## src/rtl/pe_column_normalizer.sv

```systemverilog
// pe_column_normalizer: carry-propagates PE column sums into K-bit digits, then flushes the residual carry.
// Optional column-count check enabled by defining NORM_COUNT_CHECK_EN.
module pe_column_normalizer #(
    parameter int K      = 16,
    parameter int N_COLS = 32,
    parameter int SW     = 48
) (
    input  logic          clk,
    input  logic          rst,
    input  logic          in_valid,
    output logic          in_ready,
    input  logic [SW-1:0] in_s,
    input  logic          in_last,
    output logic          out_valid,
    input  logic          out_ready,
    output logic [K-1:0]  out_digit,
    output logic          out_last,
    output logic          err
);
    localparam int CW = SW + 1 - K;
    localparam int NF = (CW + K - 1) / K;
    localparam int FW = $clog2(NF + 1);

    typedef enum logic {ACCUM, FLUSH} state_t;

    state_t        state_q, state_d;
    logic [CW-1:0] carry_q, carry_d;
    logic          out_valid_q, out_valid_d;
    logic [K-1:0]  out_digit_q, out_digit_d;
    logic          out_last_q, out_last_d;
    logic [FW-1:0] fcnt_q, fcnt_d;
    logic [SW:0]   sum;
    logic          free, accept, flush_end;

    assign free      = !out_valid_q || out_ready;
    assign in_ready  = (state_q == ACCUM) && free;
    assign accept    = in_valid && in_ready;
    assign sum       = {1'b0, in_s} + (SW+1)'(carry_q);
    assign flush_end = fcnt_q == FW'(NF - 1);

    always_comb begin
        state_d     = state_q;
        carry_d     = carry_q;
        out_valid_d = out_valid_q;
        out_digit_d = out_digit_q;
        out_last_d  = out_last_q;
        fcnt_d      = fcnt_q;
        if (accept) begin
            out_digit_d = sum[K-1:0];
            carry_d     = sum[SW:K];
            out_valid_d = 1'b1;
            out_last_d  = 1'b0;
            state_d     = in_last ? FLUSH : ACCUM;
            fcnt_d      = in_last ? '0 : fcnt_q;
        end else if (state_q == FLUSH && free) begin
            out_digit_d = carry_q[K-1:0];
            carry_d     = flush_end ? '0 : carry_q >> K;
            fcnt_d      = fcnt_q + 1'b1;
            out_valid_d = 1'b1;
            out_last_d  = flush_end;
            state_d     = flush_end ? ACCUM : FLUSH;
        end else if (out_valid_q && out_ready) begin
            out_valid_d = 1'b0;
        end
    end

    always_ff @(posedge clk or posedge rst) begin
        if (rst) begin
            state_q     <= ACCUM;
            carry_q     <= '0;
            out_valid_q <= 1'b0;
            out_digit_q <= '0;
            out_last_q  <= 1'b0;
            fcnt_q      <= '0;
        end else begin
            state_q     <= state_d;
            carry_q     <= carry_d;
            out_valid_q <= out_valid_d;
            out_digit_q <= out_digit_d;
            out_last_q  <= out_last_d;
            fcnt_q      <= fcnt_d;
        end
    end

    assign out_valid = out_valid_q;
    assign out_digit = out_digit_q;
    assign out_last  = out_last_q;

`ifdef NORM_COUNT_CHECK_EN
    localparam int CCW = $clog2(N_COLS + 1);

    logic [CCW-1:0] ccnt_q, ccnt_d;
    logic           err_q, err_d;

    // Counter saturates at N_COLS; any column beyond that is already an error.
    always_comb begin
        ccnt_d = ccnt_q;
        err_d  = err_q;
        if (accept && in_last) begin
            err_d  = err_q | (int'(ccnt_q) + 1 != N_COLS);
            ccnt_d = '0;
        end else if (accept) begin
            err_d  = err_q | (int'(ccnt_q) + 1 > N_COLS);
            ccnt_d = (int'(ccnt_q) < N_COLS) ? ccnt_q + 1'b1 : ccnt_q;
        end
    end

    always_ff @(posedge clk or posedge rst) begin
        if (rst) begin
            ccnt_q <= '0;
            err_q  <= 1'b0;
        end else begin
            ccnt_q <= ccnt_d;
            err_q  <= err_d;
        end
    end

    assign err = err_q;
`else
    assign err = 1'b0 & (N_COLS < 0);
`endif
endmodule

```

## config.mk

```make
export PLATFORM = sky130hd
export DESIGN_NAME = pe_column_normalizer
export DESIGN_NICKNAME = d
export VERILOG_FILES = /design/src/rtl/pe_column_normalizer.sv
export SDC_FILE = /design/constraint.sdc
export NUM_CORES = 1
export LEC_CHECK = 0
export ABC_AREA = 1
export ABC_CLOCK_PERIOD_IN_PS = 2280
export CAP_MARGIN = 10
export CORE_MARGIN = 2
export CORE_UTILIZATION = 45
export CTS_CLUSTER_DIAMETER = 50
export DETAILED_ROUTE_END_ITERATION = 6
export GPL_TIMING_DRIVEN = 1
export PLACE_DENSITY = 0.67
export SETUP_SLACK_MARGIN = 0.2
export SLEW_MARGIN = 10
export SYNTH_ARGS = -nofsm -noshare
export SYNTH_HDL_FRONTEND = slang
export SYNTH_SLANG_ARGS = --single-unit
```

## constraint.sdc

```tcl
create_clock -name clk -period 2.28 [get_ports clk]
set_input_delay 0.342 -clock clk [delete_from_list [all_inputs] [get_ports clk]]
set_output_delay 0.342 -clock clk [all_outputs]
set_load 0.1 [all_outputs]
```

==> metrics <==
Via Count 6876; Yosys top cell area share between 20% and 30%; hold slack 0.346 ns; max-capacitance violation count 0; arrival time at the worst endpoint 2.28 ns; final design utilization 64.1%; routed length per placed instance 15.5 um; library cell with the highest instance count after synthesis nand2_1; Setup Viol. Count Final 0; Vias per Instance 4.98; count of routing violations after the opening detailed-route iteration around 440; post-synthesis instance area between 6000 and 7000 um^2; list of most frequent post-synthesis cells nand2_1, inv_1, nand3_1, nor2_1, dfrtp_1; Internal about 5.3 mW; most used flip-flop cell after synthesis dfrtp_1; clock insertion delay at the later pin of the skew report 0.31 ns; #FFs+latches synth 54; die height 120 um; Post-Syn Instances 1049; DIE WIDTH ~120 um; Max Buffers Root-to-Sink 2; startpoint type of the worst setup path primary input; min cycle time layout 2.04 ns; input/output buffers between 70 and 80; pin count of the biggest net entering global routing 44; number of max-slew violations in the final report 0; Ys Warns 0; library cell with the largest summed area after synthesis nand2_1; crit share post-route 89.4%; final hold vios 0; clock transition time at the flip-flop clock pins of the worst setup and hold paths roughly 0.07 ns; total global routing track utilization 29.7%; TritonCTS clock tree done; per-instance average area after synthesis about 5.8 um^2; gp weighted congestion 1.04; synthesized net count 1137; library cells used by synthesis 37; combinational group share of total power 76.7%; path class of the lowest-slack min-delay path primary input to asynchronous set/reset pin; maximum net fanout on the critical path 4; number of hold buffers added after cts 0; starting utilization of the core area 45.8%; total detailed-routing wirelength 21.4 mm; # H-tree levels 2; layout cell share with drive strength beyond 1 24.1%; maximum clock frequency 491 MHz; share of synthesized area occupied by flip-flops and latches 22.4%; wire length of the first global-routing pass 32.8 mm; worst setup timing slack at the placement stage -0.222 ns; Power Density approximately 1400 nW/um^2; area inside the core boundary approximately 13000 um^2; NumNets Final 1292; number of iterations in the first detailed-routing pass 5; Setup CP Type primary input to flip-flop; antenna-violating nets left 0; grt total ovfl 0; flip-flop and latch area roughly 1400 um^2; number of synthesized flops with an enable pin 0; required time reported for the critical path endpoint 2.52 ns; area of the multi-input gates 4440 um^2; detailed placement HPWL 17.0 mm; setup clock skew after layout 0.00573 ns; clock sinks 54; clk root buf clkbuf_16; worst-case setup margin in the final layout roughly 0.24 ns; power dissipated by switching net loads between 6 and 7 mW; switching power as a share of total power 55.2%; Worst IR Drop VDD 0.466 mV; Die Area ~14000 um^2; number of antenna violations at the first check in global routing 0; via count of the first global-routing pass 6453; Async SR Flop Fraction 100%; status finished clean; diode count 0; sequential power share 16.3%; count of pins on the block boundary 73; overall power consumption 11.8 mW; number of buffers created by CTS 5; P&R area growth vs syn 40.0%; count of unresolved DRC violations after routing 0; unrepaired setup endpoints after global routing yes; clock network fraction of design power 7.0%; cell types occupying the most area after synthesis nand2_1, dfrtp_1, inv_1; placement row count 42; static power due to leakage approximately 4.6 nW; total of fill cells in the finished design 1278; Crit. End Element flip-flop
-- cells by family (layout without fill, tap and decap cells) --
group | after synthesis | count (layout) | synth area share [%]
buffers and inverters | 244 | 400 | 15.9
xor gates and xnor gates | 12 | 12 | 1.74
AOI/OAI and AO/OA | 88 | 88 | 8.70
and+or+nand+nor | 615 | 615 | 43.9
other | 1 | 1 | 0.0621
DFF | 54 | 54 | 22.4
adders and majority gates | 35 | 35 | 7.37
-- final timing paths --
kind                         startpoint       endpoint  slack [ns]  depth (start not counted)
min in group clk                in_s[0]   out_digit[0]        0.44                          4
min                                 rst      fcnt_q[0]        0.35                          2
max in group asynchronous           rst     carry_q[5]        1.34                          3
max                            in_s[10]    carry_q[13]        0.24                         12
min reg2reg                out_digit[2]   out_digit[2]        0.48                          2
max reg2reg                  carry_q[0]  out_digit[12]        0.28                         13
-- metrics by stage --
stage | instances | area, um^2 | TNS (ns)
after floorplan | 1049 | 6070 | 0
after global placement | 1367 | 7540 | -4.38
after detailed placement | 1367 | 7540 | -4.98
after CTS | 1375 | 7770 | 0
after global routing | 1381 | 8460 | 0
final | 1381 | 8460 | 0
-- sequential cells by signal, indices dropped and copies added (netlist names) --
register	flops
carry_q	33
out_digit	16
fcnt_q	2
out_last	1
out_valid	1
state_q	1
-- layout make-up --
cell class | instances | area share (%)
multi-input cells | 751 | 52.4
repair buffers | 165 | 17.2
flip-flops and latches | 54 | 16.0
inverters | 227 | 10.1
well taps | 176 | 2.60
clock buffers | 6 | 1.52
clock inverters | 2 | 0.163
-- power groups by stage --
stage / registers, mW / clock network [mW] / logic, mW
finish: 1.93 / 0.821 / 9.05
global placement: 1.80 / 0 / 7.90
detailed placement: 1.82 / 0 / 7.96
floorplan: 2.85 / 0 / 4.22
CTS: 1.81 / 0.831 / 8.12
global route: 1.98 / 0.861 / 9.84
-- metal layers --
layer / GRT usage, % / part of all wire [%]
met1: 37.6 / 43
met2: 51.5 / 48
met3: 4.13 / 5.7
met4: 10.4 / 3.0
met5: 0 / 0
-- cells in the final DEF, fill, tap and decap left out, types with 8 or more instances in the layout --
master           count
nor2_4              20
nor2_2              18
nand3_2             16
nand2_1            368
nand2_2             43
nand4_1             12
inv_2               19
o211ai_1             8
a21oi_1             37
dlymetal6s2s_1      13
xnor2_1              8
dfrtp_1             51
clkdlybuf4s50_1     39
nor2_1              47
inv_1              208
ha_4                31
a21oi_2              8
o21ai_0             11
buf_4              109
nand3_1             74
-- timing repair --
action	4_1_cts	5_1_grt
gates cloned	0	0
setup buffers	0	6
resized for setup	18	130
endpoints found under the setup margin	19	38
pin swaps	1	29
-- worst max-delay path, cell delays in order --
cell	delay, ns
clkdlybuf4s50_1	0.45
ha_4	0.31
nand2_2	0.11
buf_4	0.16
nor2_4	0.09
and2_4	0.15
nand2_1	0.07
nand2_2	0.13
nand2_1	0.08
nand3_1	0.07
nand3_1	0.14
a21oi_1	0.16
Power figures use the tool's default switching activity.
